==> config.mk <==
export PLATFORM = sky130hd
export DESIGN_NAME = counter_ts_capture
export DESIGN_NICKNAME = d
export VERILOG_FILES = /design/src/rtl/counter_ts_capture.sv
export SDC_FILE = /design/constraint.sdc
export NUM_CORES = 1
export LEC_CHECK = 0
export ABC_CLOCK_PERIOD_IN_PS = 6000
export BUFFER_PORTS_ARGS = -buffer_cell sky130_fd_sc_hd__buf_2
export CAP_MARGIN = 20
export CORE_UTILIZATION = 45
export DETAILED_ROUTE_END_ITERATION = 8
export PLACE_DENSITY = 0.65
export SYNTH_ARGS = -nofsm -noshare
export SYNTH_HDL_FRONTEND = slang
export SYNTH_SLANG_ARGS = --single-unit
==> constraint.sdc <==
create_clock -name clk -period 6 [get_ports clk]
set_input_delay 0.3 -clock clk [delete_from_list [all_inputs] [get_ports clk]]
set_output_delay 0.3 -clock clk [all_outputs]
set_load 0.01 [all_outputs]
==> src/rtl/counter_ts_capture.sv <==
// Hardware timestamp capture: snapshots `counter` on rising edges of evt_in into a small FWFT FIFO.
// Optional macro TSC_SYNC_EN adds a 2-flop synchronizer in front of the edge detector.
module counter_ts_capture #(
  parameter int CW    = 32,
  parameter int DEPTH = 4,
  parameter int DW    = 8
) (
  input  logic                   clk,
  input  logic                   reset,
  input  logic [CW-1:0]          counter,
  input  logic                   evt_in,
  input  logic                   cap_en,
  output logic [CW-1:0]          ts_data,
  output logic                   ts_valid,
  input  logic                   ts_ready,
  output logic [$clog2(DEPTH):0] level,
  output logic                   ovf,
  output logic [DW-1:0]          drop_cnt,
  input  logic                   clr_ovf
);

  localparam int AW = $clog2(DEPTH);
  localparam int LW = AW + 1;
  localparam logic [LW-1:0] FULL_LVL = LW'(DEPTH);
  localparam logic [DW-1:0] DROP_MAX = {DW{1'b1}};

  logic          evt_s;
  logic          evt_d_r;
  logic          push_req_s;
  logic          pop_s;
  logic          full_s;
  logic          empty_s;
  logic          push_ok_s;
  logic          drop_s;
  logic [AW-1:0] wr_ptr_r;
  logic [AW-1:0] rd_ptr_r;
  logic [LW-1:0] level_r;
  logic          ovf_r;
  logic [DW-1:0] drop_cnt_r;
  logic [CW-1:0] mem_r [DEPTH];

`ifdef TSC_SYNC_EN
  logic sync1_r;
  logic sync2_r;

  // Two-flop synchronizer for asynchronous event sources
  always_ff @(posedge clk) begin
    if (reset) begin
      sync1_r <= 1'b0;
      sync2_r <= 1'b0;
    end else begin
      sync1_r <= evt_in;
      sync2_r <= sync1_r;
    end
  end

  assign evt_s = sync2_r;
`else
  assign evt_s = evt_in;
`endif

  // Previous event level for rising-edge detection
  always_ff @(posedge clk) begin
    if (reset) begin
      evt_d_r <= 1'b0;
    end else begin
      evt_d_r <= evt_s;
    end
  end

  // Push/pop qualification; a pop in the same cycle frees the slot for a push into a full FIFO
  always_comb begin
    empty_s    = (level_r == {LW{1'b0}});
    full_s     = (level_r == FULL_LVL);
    push_req_s = evt_s & ~evt_d_r & cap_en;
    pop_s      = ~empty_s & ts_ready;
    push_ok_s  = push_req_s & (~full_s | pop_s);
    drop_s     = push_req_s & full_s & ~pop_s;
  end

  // Storage write; entries are not reset, validity is tracked by level_r
  always_ff @(posedge clk) begin
    if (push_ok_s && !reset) begin
      mem_r[wr_ptr_r] <= counter;
    end
  end

  // Pointers and occupancy
  always_ff @(posedge clk) begin
    if (reset) begin
      wr_ptr_r <= {AW{1'b0}};
      rd_ptr_r <= {AW{1'b0}};
      level_r  <= {LW{1'b0}};
    end else begin
      if (push_ok_s) begin
        wr_ptr_r <= wr_ptr_r + AW'(1);
      end
      if (pop_s) begin
        rd_ptr_r <= rd_ptr_r + AW'(1);
      end
      case ({push_ok_s, pop_s})
        2'b10:   level_r <= level_r + LW'(1);
        2'b01:   level_r <= level_r - LW'(1);
        default: level_r <= level_r;
      endcase
    end
  end

  // Sticky overflow and saturating drop counter; a drop beats a same-cycle clear
  always_ff @(posedge clk) begin
    if (reset) begin
      ovf_r      <= 1'b0;
      drop_cnt_r <= {DW{1'b0}};
    end else if (drop_s) begin
      ovf_r <= 1'b1;
      if (clr_ovf) begin
        drop_cnt_r <= DW'(1);
      end else if (drop_cnt_r != DROP_MAX) begin
        drop_cnt_r <= drop_cnt_r + DW'(1);
      end else begin
        drop_cnt_r <= drop_cnt_r;
      end
    end else if (clr_ovf) begin
      ovf_r      <= 1'b0;
      drop_cnt_r <= {DW{1'b0}};
    end else begin
      ovf_r      <= ovf_r;
      drop_cnt_r <= drop_cnt_r;
    end
  end

  // First-word-fall-through head; zero when empty
  always_comb begin
    if (empty_s) begin
      ts_data = {CW{1'b0}};
    end else begin
      ts_data = mem_r[rd_ptr_r];
    end
  end

  assign ts_valid = ~empty_s;
  assign level    = level_r;
  assign ovf      = ovf_r;
  assign drop_cnt = drop_cnt_r;

endmodule

==> flow_summary.ini, run 1 <==
[logic_synthesis]
synth_seq_cells = 147
ys_types = 39
synth_top_family_by_area = multiplexers
yosys.area_share.simple_pct = 8.537
ys_warn_count = 0
netlist_instances = 319
synth-compound-area-share_pct = 2.739
synth_mux_area_share_pct = 12.49
synth-xor-area-share_pct = 1.048
syn_nets = 363
ys_seq_area_share_pct = 72.23
syn_area_per_cell_um2 = 18.33
synth_area_mm2 = 0.005848
synth_fa_ha_area_share_pct = 1.412

[grt]
use_met2_pct = 27.86
overflow = 0
grtUsageMet1_pct = 20.14
grt_pass1_wl_um = 15840
grt_pass1_vias = 3060
antenna_found_initial = 2
grt.busiest_layer = met2
track_usage_pct = 16.84
grt_use_met3_pct = 5.753
grt_max_degree = 37

[final_layout]
seqCellArea_mm2 = 0.004227
nNetsFinal = 448
most-common-layout-cells = edfxtp_1 (128), buf_2 (82), mux4_2 (32), and2_1 (32)
drive_gt1_share_pct = 36.69
final_area_mm2 = 0.006917
fill_cells = 1014
multi_input_area_mm2 = 0.001539
instances_no_fill = 589
layout_commonest_cell = edfxtp_1
diodes = 0
area_delta_synth_final_pct = 18.27

[worst_setup_path]
worstPathMaxFanout = 18
cp-start-kind = flip-flop
r2r_slack_ns = 3.42
crit_required_ns = 5.70
cp_data_arrival_time_ns = 2.42
cp-end-kind = output pin
criticalPathCategory = reg -> out
timing.rr.start = level[0]

[clock_tree]
cts_sinks = 147
cts.htree.levels = 4
clk_pin_slew_ns = 0.06
cts_made_buffers = 17
cts-resized-gates = 0
post_cts_buffers = 0
cts_hold_buf = 0
root_buffer = clkbuf_16
tritoncts = yes
clk_latency_ns = 0.41
cts_buffer_depth = 2

[power]
p_total_mw = 2.159
netSwitchingPower_mw = 0.4572
p_leak_nw = 2.382
pwr-share-comb_pct = 5.9
p_seq_share_pct = 52.6
p_per_area_mw_per_mm2 = 312.2
swShare_pct = 21.18
p_clk_share_pct = 41.4
ir_drop_mv = 0.2070
internal-power_mw = 1.702

[floorplanning]
ios = 83
rows = 41
core_mm2 = 0.01267
dieArea_mm2 = 0.01346
start_util_pct = 46.15
die_w_um = 116
die_y_um = 116

[sta]
setup_tns_ns = 0
post-route-period-util_pct = 45.37
finalHoldViolCount = 0
hold_slack_ns = 0.09837
max_freq_mhz = 367.3
setup_viol = 0
finClkSkew_ns = 0.008054
max-slew-margin-rel_pct = 37.18
fin_crit_ns = 2.722
worst_pin_slew_ns = 0.9423
drv_slew = 0
rsz0062_at_grt = false

[drt]
num_vias = 3080
drtIter0Drc = 177
totalWireLength_um = 10480
drc = 0
wl_per_cell_um = 17.79
drt-pass1-iter-count = 5
avgViaCountPerCell = 5.229
antenna_left = 0

[placement]
gp_routability_congestion = 0.7161
io_buffers = 82
dpl.cell_count = 557
place.detailed.hpwl_um = 6155
placedInstanceArea_mm2 = 0.006414

[flow_run]
maxCapViolations = 0

[status]
status = completed

[worst_hold_path]
hold_class = in -> reg
hold_start = counter[2]
==> power by group through the flow <==
stage	logic, mW	clock network [mW]	registers [mW]
3_3_place_gp	0.127	0	1.16
3_5_place_dp	0.130	0	1.16
4_1_cts	0.131	0.915	1.14
5_1_grt	0.141	0.958	1.14
6_report	0.128	0.895	1.14
2_1_floorplan	0.0838	0	1.15
==> path summary, 6_finish.rpt <==
kind                                    end  cells past startpoint
worst max register to register     level[2]                      6
worst min register to register          ovf                      2
worst min-delay path            mem_r[0][2]                      1
worst max-delay path            ts_data[17]                      4
==> flip-flops by register name (all words and copies together), names as in the netlist, named ones only <==
name      count
drop_cnt      8
evt_d_r       1
level         3
mem_r       128
ovf           1
rd_ptr_r      2
wr_ptr_r      2
==> logic make-up after synthesis <==
| family | Yosys count |
|---|---|
| multiplexers | 33 |
| XOR/XNOR | 7 |
| flip-flops | 147 |
| AO/OA/AOI/OAI | 23 |
| buffers and inverters | 21 |
| AND/OR/NAND/NOR | 82 |
| adder cells (fa/ha/maj) | 6 |
==> cell type report <==
cell class / count / share of cell area, %
inverters: 4 / 0.2171
multi-input cells: 151 / 22.25
repair buffers: 83 / 6.042
flip-flops and latches: 147 / 61.11
well taps: 172 / 3.111
clock inverters: 13 / 1.013
clock buffers: 19 / 6.259
==> layer usage <==
layer	vias to the layer above	part of all wire, %	wire (µm)
li1	1432	-	-
met1	1559	43	4480
met2	66	52	5414
met3	19	4.0	420
met4	4	1.3	141
met5	-	0.21	22
==> metrics by stage <==
| stage | utilization [%] | setup WS, ns |
|---|---|---|
| finish | 54.59 | 3.278 |
| global route | 54.59 | 3.061 |
| CTS | 54.59 | 3.176 |
| detailed placement | 50.62 | 3.432 |
| global placement | 50.62 | 3.524 |
| floorplan | - | 3.557 |
==> cells in the mapped netlist <==
cell | n | area, µm²
o211ai_4 | 1 | 21.27
nand2b_1 | 2 | 12.51
mux4_2 | 32 | 720.7
or4_1 | 1 | 7.510
ha_1 | 5 | 62.56
or3_2 | 3 | 22.52
or2_2 | 1 | 6.260
nor2b_1 | 3 | 18.77
fa_1 | 1 | 20.02
mux2i_1 | 1 | 10.01
nand2_1 | 4 | 15.01
o31ai_1 | 2 | 15.01
nor2_1 | 10 | 37.54
nor3_1 | 3 | 15.01
a21oi_1 | 10 | 50.05
o21ai_0 | 2 | 10.01
or3_1 | 1 | 6.260
a21o_1 | 1 | 7.510
and3b_1 | 1 | 8.760
buf_2 | 3 | 15.01
nand3b_1 | 1 | 7.510
buf_6 | 1 | 11.26
nand4_1 | 1 | 6.260
inv_1 | 4 | 15.01
xor2_1 | 3 | 26.28
nor4_1 | 2 | 12.51
nor4b_4 | 1 | 23.77
o2111ai_1 | 4 | 35.03
and2_1 | 36 | 225.2
clkbuf_1 | 13 | 48.80
or4b_4 | 1 | 13.76
a211oi_1 | 1 | 7.510
edfxtp_1 | 128 | 3844
dfxtp_1 | 19 | 380.4
and4b_1 | 1 | 10.01
nand3_1 | 10 | 50.05
xnor2_1 | 4 | 35.03
o21a_1 | 1 | 7.510
a31oi_1 | 1 | 6.260
==> critical path, cell delays in order (launching register included) <==
cell	delay, ns
dfxtp_2	0.67
buf_4	0.45
mux4_2	0.56
and2_1	0.19
buf_2	0.14
Note: power is estimated with default switching activity, not from simulation.
==> run 2, diff against run 1 <==
--- a/config.mk
+++ b/config.mk
@@ -5,12 +5,13 @@
 export SDC_FILE = /design/constraint.sdc
 export NUM_CORES = 1
 export LEC_CHECK = 0
-export ABC_CLOCK_PERIOD_IN_PS = 6000
+export ABC_AREA = 1
+export ABC_CLOCK_PERIOD_IN_PS = 2200
 export BUFFER_PORTS_ARGS = -buffer_cell sky130_fd_sc_hd__buf_2
 export CAP_MARGIN = 20
 export CORE_UTILIZATION = 45
 export DETAILED_ROUTE_END_ITERATION = 8
-export PLACE_DENSITY = 0.65
+export PLACE_DENSITY = 0.68
 export SYNTH_ARGS = -nofsm -noshare
 export SYNTH_HDL_FRONTEND = slang
 export SYNTH_SLANG_ARGS = --single-unit
==> constraint.sdc (replaced) <==
create_clock -name clk -period 2.2 [get_ports clk]
set_input_delay 0.11 -clock clk [delete_from_list [all_inputs] [get_ports clk]]
set_output_delay 0.11 -clock clk [all_outputs]
set_load 0.01 [all_outputs]
==> flow_summary.ini, run 2 <==
[grt]
overflow = 0
track_usage_pct = 18.85
grt_max_degree = 47
grt_pass1_wl_um = 19150
grt_pass1_vias = 3948
antenna_found_initial = 0

[logic_synthesis]
ys_types = 27
synth_top_area_cell = edfxtp_1
synth_edf_count = 128
ys_seq_area_share_pct = 70.89
syn_area_per_cell_um2 = 11.48
post-synth-top-count-cell = nor2_1
synth_ff_type = edfxtp_1
async_reset_ff_share_pct = 0
syn_nets = 563
yosysTopAreaCellShare_pct = 64.51
synth_seq_cells = 147
yosys-top-cells-area = edfxtp_1 (65%), nor2_1 (9.0%), dfxtp_1 (6.4%), o21ai_0 (5.5%), a21oi_1 (3.8%)
yosys-top-cells-count = nor2_1 (143), edfxtp_1 (128), o21ai_0 (66), a21oi_1 (45), nand2_1 (24)
ys_warn_count = 0
netlist_instances = 519
synth_area_mm2 = 0.005958

[floorplanning]
rows = 41
dieArea_mm2 = 0.01370
die_w_um = 117.1
ios = 83
start_util_pct = 46.65
die_y_um = 117.1
core_mm2 = 0.01277

[final_layout]
drive_gt1_share_pct = 21.80
layout_commonest_cell = nor2_1
largest-register = mem_r
most-common-layout-cells = nor2_1 (138), edfxtp_1 (128), buf_2 (82), o21ai_0 (66), a21oi_1 (45)
largest_reg_flops = 128
fill_cells = 1007
area_delta_synth_final_pct = 27.93
diodes = 0
nNetsFinal = 688

[worst_setup_path]
crit_slowest_cell = dfxtp_1
cp-end-kind = output pin
cp-start-kind = flip-flop
cp_data_arrival_time_ns = 1.86
critical_path.top_delay_family = buffers and inverters
max_stage_delay_ns = 0.35
crit_required_ns = 2.09
worstPathMaxFanout = 13
crit_chain = inv_1 > nand2_1 > nor2_4 > buf_4 > a21oi_1 > buf_2
criticalPathCategory = reg -> out
cp.buffers_inverters = 3

[worst_hold_path]
hold_class = in -> reg

[power]
swShare_pct = 27.55
p_per_area_mw_per_mm2 = 1004
p_seq_share_pct = 41.0
ir_drop_mv = 0.5326
netSwitchingPower_mw = 2.109
pwr-share-comb_pct = 21.2
internal-power_mw = 5.546
p_leak_nw = 2.847
p_total_mw = 7.655
p_clk_share_pct = 37.7

[sta]
max_freq_mhz = 507.3
max-slew-margin-rel_pct = 67.64
setup_viol = 0
worst_pin_slew_ns = 0.4836
post-route-period-util_pct = 89.60
finClkSkew_ns = 0.004512
drv_slew = 0
setup_tns_ns = 0
hold_slack_ns = 0.09007
finalHoldViolCount = 0
fin_crit_ns = 1.971
rsz0062_at_grt = false

[placement]
gp_routability_congestion = 0.8161
io_buffers = 82
place.detailed.hpwl_um = 7229

[drt]
met2_length_um = 5813
avgViaCountPerCell = 4.973
drt-pass1-iter-count = 4
wl_met1_um = 5558
route.met3.wl_um = 680
drtIter0Drc = 314
top_layer_used = met4
totalWireLength_um = 12200
drc = 0
num_vias = 4118
wl_per_cell_um = 14.73
antenna_left = 0

[clock_tree]
clk_latency_ns = 0.41
cts_sinks = 147
root_buffer = clkbuf_16
cts.htree.levels = 4
cts_made_buffers = 17
cts_buffer_depth = 2
clk_pin_slew_ns = 0.06
tritoncts = yes

[status]
status = completed

[flow_run]
maxCapViolations = 0
-- run 2: cell types whose count changed after synthesis, sizes merged, moves of 6 or more --
| cell | before | now |
|---|---|---|
| and2 | 36 | 0 |
| inv | 4 | 26 |
| nor2 | 10 | 148 |
| nand2 | 4 | 31 |
| clkbuf | 13 | 7 |
| a21oi | 10 | 45 |
| mux4 | 32 | 0 |
| o21ai | 2 | 74 |
| buf | 4 | 16 |
-- run 2: repair_timing --
| item | CTS | global route |
|---|---|---|
| hold endpoints to repair | 133 | 0 |
| setup buffers | 0 | 0 |
| hold buffers | 35 | 0 |
| gates resized for setup | 0 | 0 |
-- run 2: path summary, 6_finish.rpt --
path,start,slack (ns),cells after the start,end
setup / recovery,level[0],0.23,6,ts_data[19]
hold / removal,clr_ovf,0.09,4,drop_cnt[0]
setup reg to reg,level[2],0.41,10,level[2]
hold reg to reg,rd_ptr_r[1],0.47,2,flip-flop
-- run 2: layout make-up --
cell class                      instances  area, µm²  area share (%)
Multi-Input combinational cell        322       1564           20.52
Tap cell                              172      215.2           2.823
Clock inverter                         13      166.4           2.183
Inverter                               27      101.3           1.330
Clock buffer                           18      429.2           5.630
Timing Repair Buffer                  129      920.9           12.08
Sequential cell                       147       4225           55.43
-- run 2: cells by family (layout without fill, tap and decap cells) --
| kind of cell | Yosys count | after routing | share of synthesized area (%) |
|---|---|---|---|
| buffers and inverters | 50 | 187 | 3.486 |
| AO/OA/AOI/OAI | 120 | 120 | 10.12 |
| flip-flops | 147 | 147 | 70.89 |
| XOR/XNOR | 1 | 1 | 0.1470 |
| AND/OR/NAND/NOR | 195 | 195 | 13.96 |
| adder cells (fa/ha/maj) | 6 | 6 | 1.386 |
-- run 2: power by group through the flow --
stage | sequential [mW] | clock, mW | combinational [mW]
2_1_floorplan | 3.20 | 0 | 0.955
3_3_place_gp | 3.20 | 0 | 1.55
3_5_place_dp | 3.20 | 0 | 1.58
4_1_cts | 3.14 | 2.93 | 1.64
5_1_grt | 3.15 | 3.04 | 1.82
6_report | 3.14 | 2.89 | 1.63
-- run 2: through the flow --
| step | instance area (µm²) | utilization [%] | std cells | worst slack [ns] |
|---|---|---|---|---|
| 2_1_floorplan | 5958 | - | 519 | -0.3570 |
| 3_3_place_gp | 6649 | 52.05 | 761 | 0.4450 |
| 3_5_place_dp | 6676 | 52.27 | 762 | 0.4109 |
| 4_1_cts | 7622 | 59.67 | 828 | 0.1956 |
| 5_1_grt | 7622 | 59.67 | 828 | 0.05370 |
| 6_report | 7622 | 59.67 | 828 | 0.2288 |
-- run 2: metal layers --
metal / global-route usage [%] / vias to the layer above
met5: 0 / -
met4: 6.329 / 0
met3: 5.922 / 15
met2: 30.81 / 105
met1: 23.92 / 1947
li1: - / 2051
-- run 2: worst register-to-register path, cell delays in order, from the launching register on --
cell and delay [ns]:
dfxtp_1 0.41, inv_2 0.09, nor2_4 0.12, nand2_4 0.10, nand2_2 0.11, nand2_2 0.09
fa_1 0.40, inv_1 0.07, nand4_1 0.11, a21oi_1 0.14, nor2_1 0.05
==> run 3, diff against run 2 <==
--- a/config.mk
+++ b/config.mk
@@ -12,6 +12,7 @@
 export CORE_UTILIZATION = 45
 export DETAILED_ROUTE_END_ITERATION = 8
 export PLACE_DENSITY = 0.68
+export SETUP_SLACK_MARGIN = 0.5
 export SYNTH_ARGS = -nofsm -noshare
 export SYNTH_HDL_FRONTEND = slang
 export SYNTH_SLANG_ARGS = --single-unit
==> flow_summary.ini, run 3 (same netlist as run 2, synthesis figures left out) <==
[floorplanning]
core_mm2 = 0.01277
die_y_um = 117.1
ios = 83
dieArea_mm2 = 0.01370
rows = 41
die_w_um = 117.1
start_util_pct = 46.65

[worst_setup_path]
worstPathMaxFanout = 6
cp.buffers_inverters = 4
crit_required_ns = 2.09
cp_data_arrival_time_ns = 1.70
crit_chain = clkinvlp_4 > buf_6 > buf_12 > nor2_2 > o21ai_1 > a21oi_1 > buf_2
cp-end-kind = output pin
cp-start-kind = flip-flop
criticalPathCategory = reg -> out
critical_path.top_delay_family = buffers and inverters
crit_slowest_cell = dfxtp_2
max_stage_delay_ns = 0.35

[grt]
use_met2_pct = 34.16
grtUsageMet1_pct = 24.45
grt_pass1_vias = 4121
grt_max_degree = 45
track_usage_pct = 20.15
grt_use_met3_pct = 5.922
overflow = 0
antenna_found_initial = 0
grt.busiest_layer = met2
grt_pass1_wl_um = 20020

[power]
p_seq_share_pct = 39.1
p_clk_share_pct = 33.3
p_leak_nw = 3.047
swShare_pct = 28.95
pwr-share-comb_pct = 27.6
internal-power_mw = 5.762
netSwitchingPower_mw = 2.347
ir_drop_mv = 0.4931
p_per_area_mw_per_mm2 = 1000

[flow_run]
maxCapViolations = 0

[worst_hold_path]
hold_class = in -> reg

[drt]
drtIter0Drc = 360
totalWireLength_um = 14160
num_vias = 4427
drc = 0
wl_per_cell_um = 16.53
antenna_left = 0
avgViaCountPerCell = 5.166
drt-pass1-iter-count = 4

[sta]
finClkSkew_ns = 0.01053
setup_viol = 0
max-slew-margin-rel_pct = 71.13
max_freq_mhz = 551.2
worst_pin_slew_ns = 0.4330
post-route-period-util_pct = 82.47
fin_crit_ns = 1.814
finalHoldViolCount = 0
drv_slew = 0
rsz0062_at_grt = true
setup_tns_ns = 0

[clock_tree]
clk_latency_ns = 0.42
clk_pin_slew_ns = 0.06
cts_sinks = 147
tritoncts = yes
cts_made_buffers = 17
root_buffer = clkbuf_16
cts_buffer_depth = 2
cts.htree.levels = 4

[final_layout]
largest_reg_flops = 128
final_area_mm2 = 0.008107
drive_gt1_share_pct = 30.22
most-common-layout-cells = edfxtp_1 (128), nor2_1 (121), buf_2 (82), a21oi_1 (41), o21ai_1 (36)
largest-register = mem_r
nNetsFinal = 716
diodes = 0
multi_input_area_mm2 = 0.001712
layout_commonest_cell = edfxtp_1
fill_cells = 942
seqCellArea_mm2 = 0.004240
area_delta_synth_final_pct = 36.06

[placement]
gp_routability_congestion = 0.8921
place.detailed.hpwl_um = 7590
placedInstanceArea_mm2 = 0.006644
io_buffers = 82

[status]
status = completed
-- run 3: changes by cell type in the layout (fill, tap and decap cells not counted), sizes merged --
cell	change
inv	-1
clkinv	-3
clkinvlp	-1
clkbuf	+13
buf	+24
bufinv	-3
-- run 3: worst paths after layout --
check	start	end	slack, ns	cells past startpoint
worst max-delay path	flip-flop	ts_data[30]	0.39	7
worst min-delay path	clr_ovf	drop_cnt[6]	0.06	4
worst max register to register	level[2]	level[2]	0.52	10
worst min register to register	drop_cnt[4]	drop_cnt[4]	0.46	2
-- run 3: layer usage --
layer | vias to the layer above | wire (µm) | part of all wire (%)
li1 | 2115 | - | -
met1 | 2154 | 6074 | 43
met2 | 144 | 7070 | 50
met3 | 14 | 801 | 5.7
met4 | 0 | 216 | 1.5
met5 | - | 0 | 0
-- run 3: worst reg2reg max path, stage by stage (launching register included) --
cell	delay, ns
dfxtp_4	0.39
inv_6	0.05
nor2_4	0.14
nand2_4	0.09
nand2_4	0.09
nand2_4	0.06
fa_2	0.37
inv_1	0.07
nand4_1	0.10
a21oi_1	0.16
nor2_1	0.05
-- run 3: power groups by stage --
stage,Combinational (mW),Sequential [mW],Clock [mW]
finish,2.24,3.17,2.70
global route,2.42,3.18,2.85
detailed placement,1.53,3.23,0
global placement,1.50,3.22,0
floorplan,0.965,3.20,0
CTS,1.82,3.16,2.73
-- run 3: cell type report --
| cell class | count | share of cell area (%) |
|---|---|---|
| Clock buffer | 27 | 6.328 |
| Clock inverter | 5 | 0.6019 |
| Inverter | 27 | 1.358 |
| Multi-Input combinational cell | 322 | 21.11 |
| Sequential cell | 147 | 52.31 |
| Tap cell | 172 | 2.655 |
| Timing Repair Buffer | 157 | 15.64 |
-- run 3: what timing repair did --
action | in CTS | in global routing
gates resized for setup | 21 | 83
setup endpoints to repair | 34 | 34
gates cloned | 2 | 5
buffers inserted | 7 | 12
hold buffers | 35 | 0
pin swaps | 4 | 30
hold endpoints to repair | 132 | 0
-- run 3: through the flow --
step                hold WS (ns)  worst slack [ns]  utilization [%]  std cells  power [mW]
floorplan                 0.1717            0.5279                -        519       4.165
global placement          0.3200            0.4959            52.01        764       4.726
detailed placement        0.3306            0.4228            52.01        764       4.761
CTS                      0.02506            0.3666            60.62        840       7.713
global route             0.06986            0.3340            63.46        857       8.450
finish                   0.05768            0.3856            63.46        857       8.109
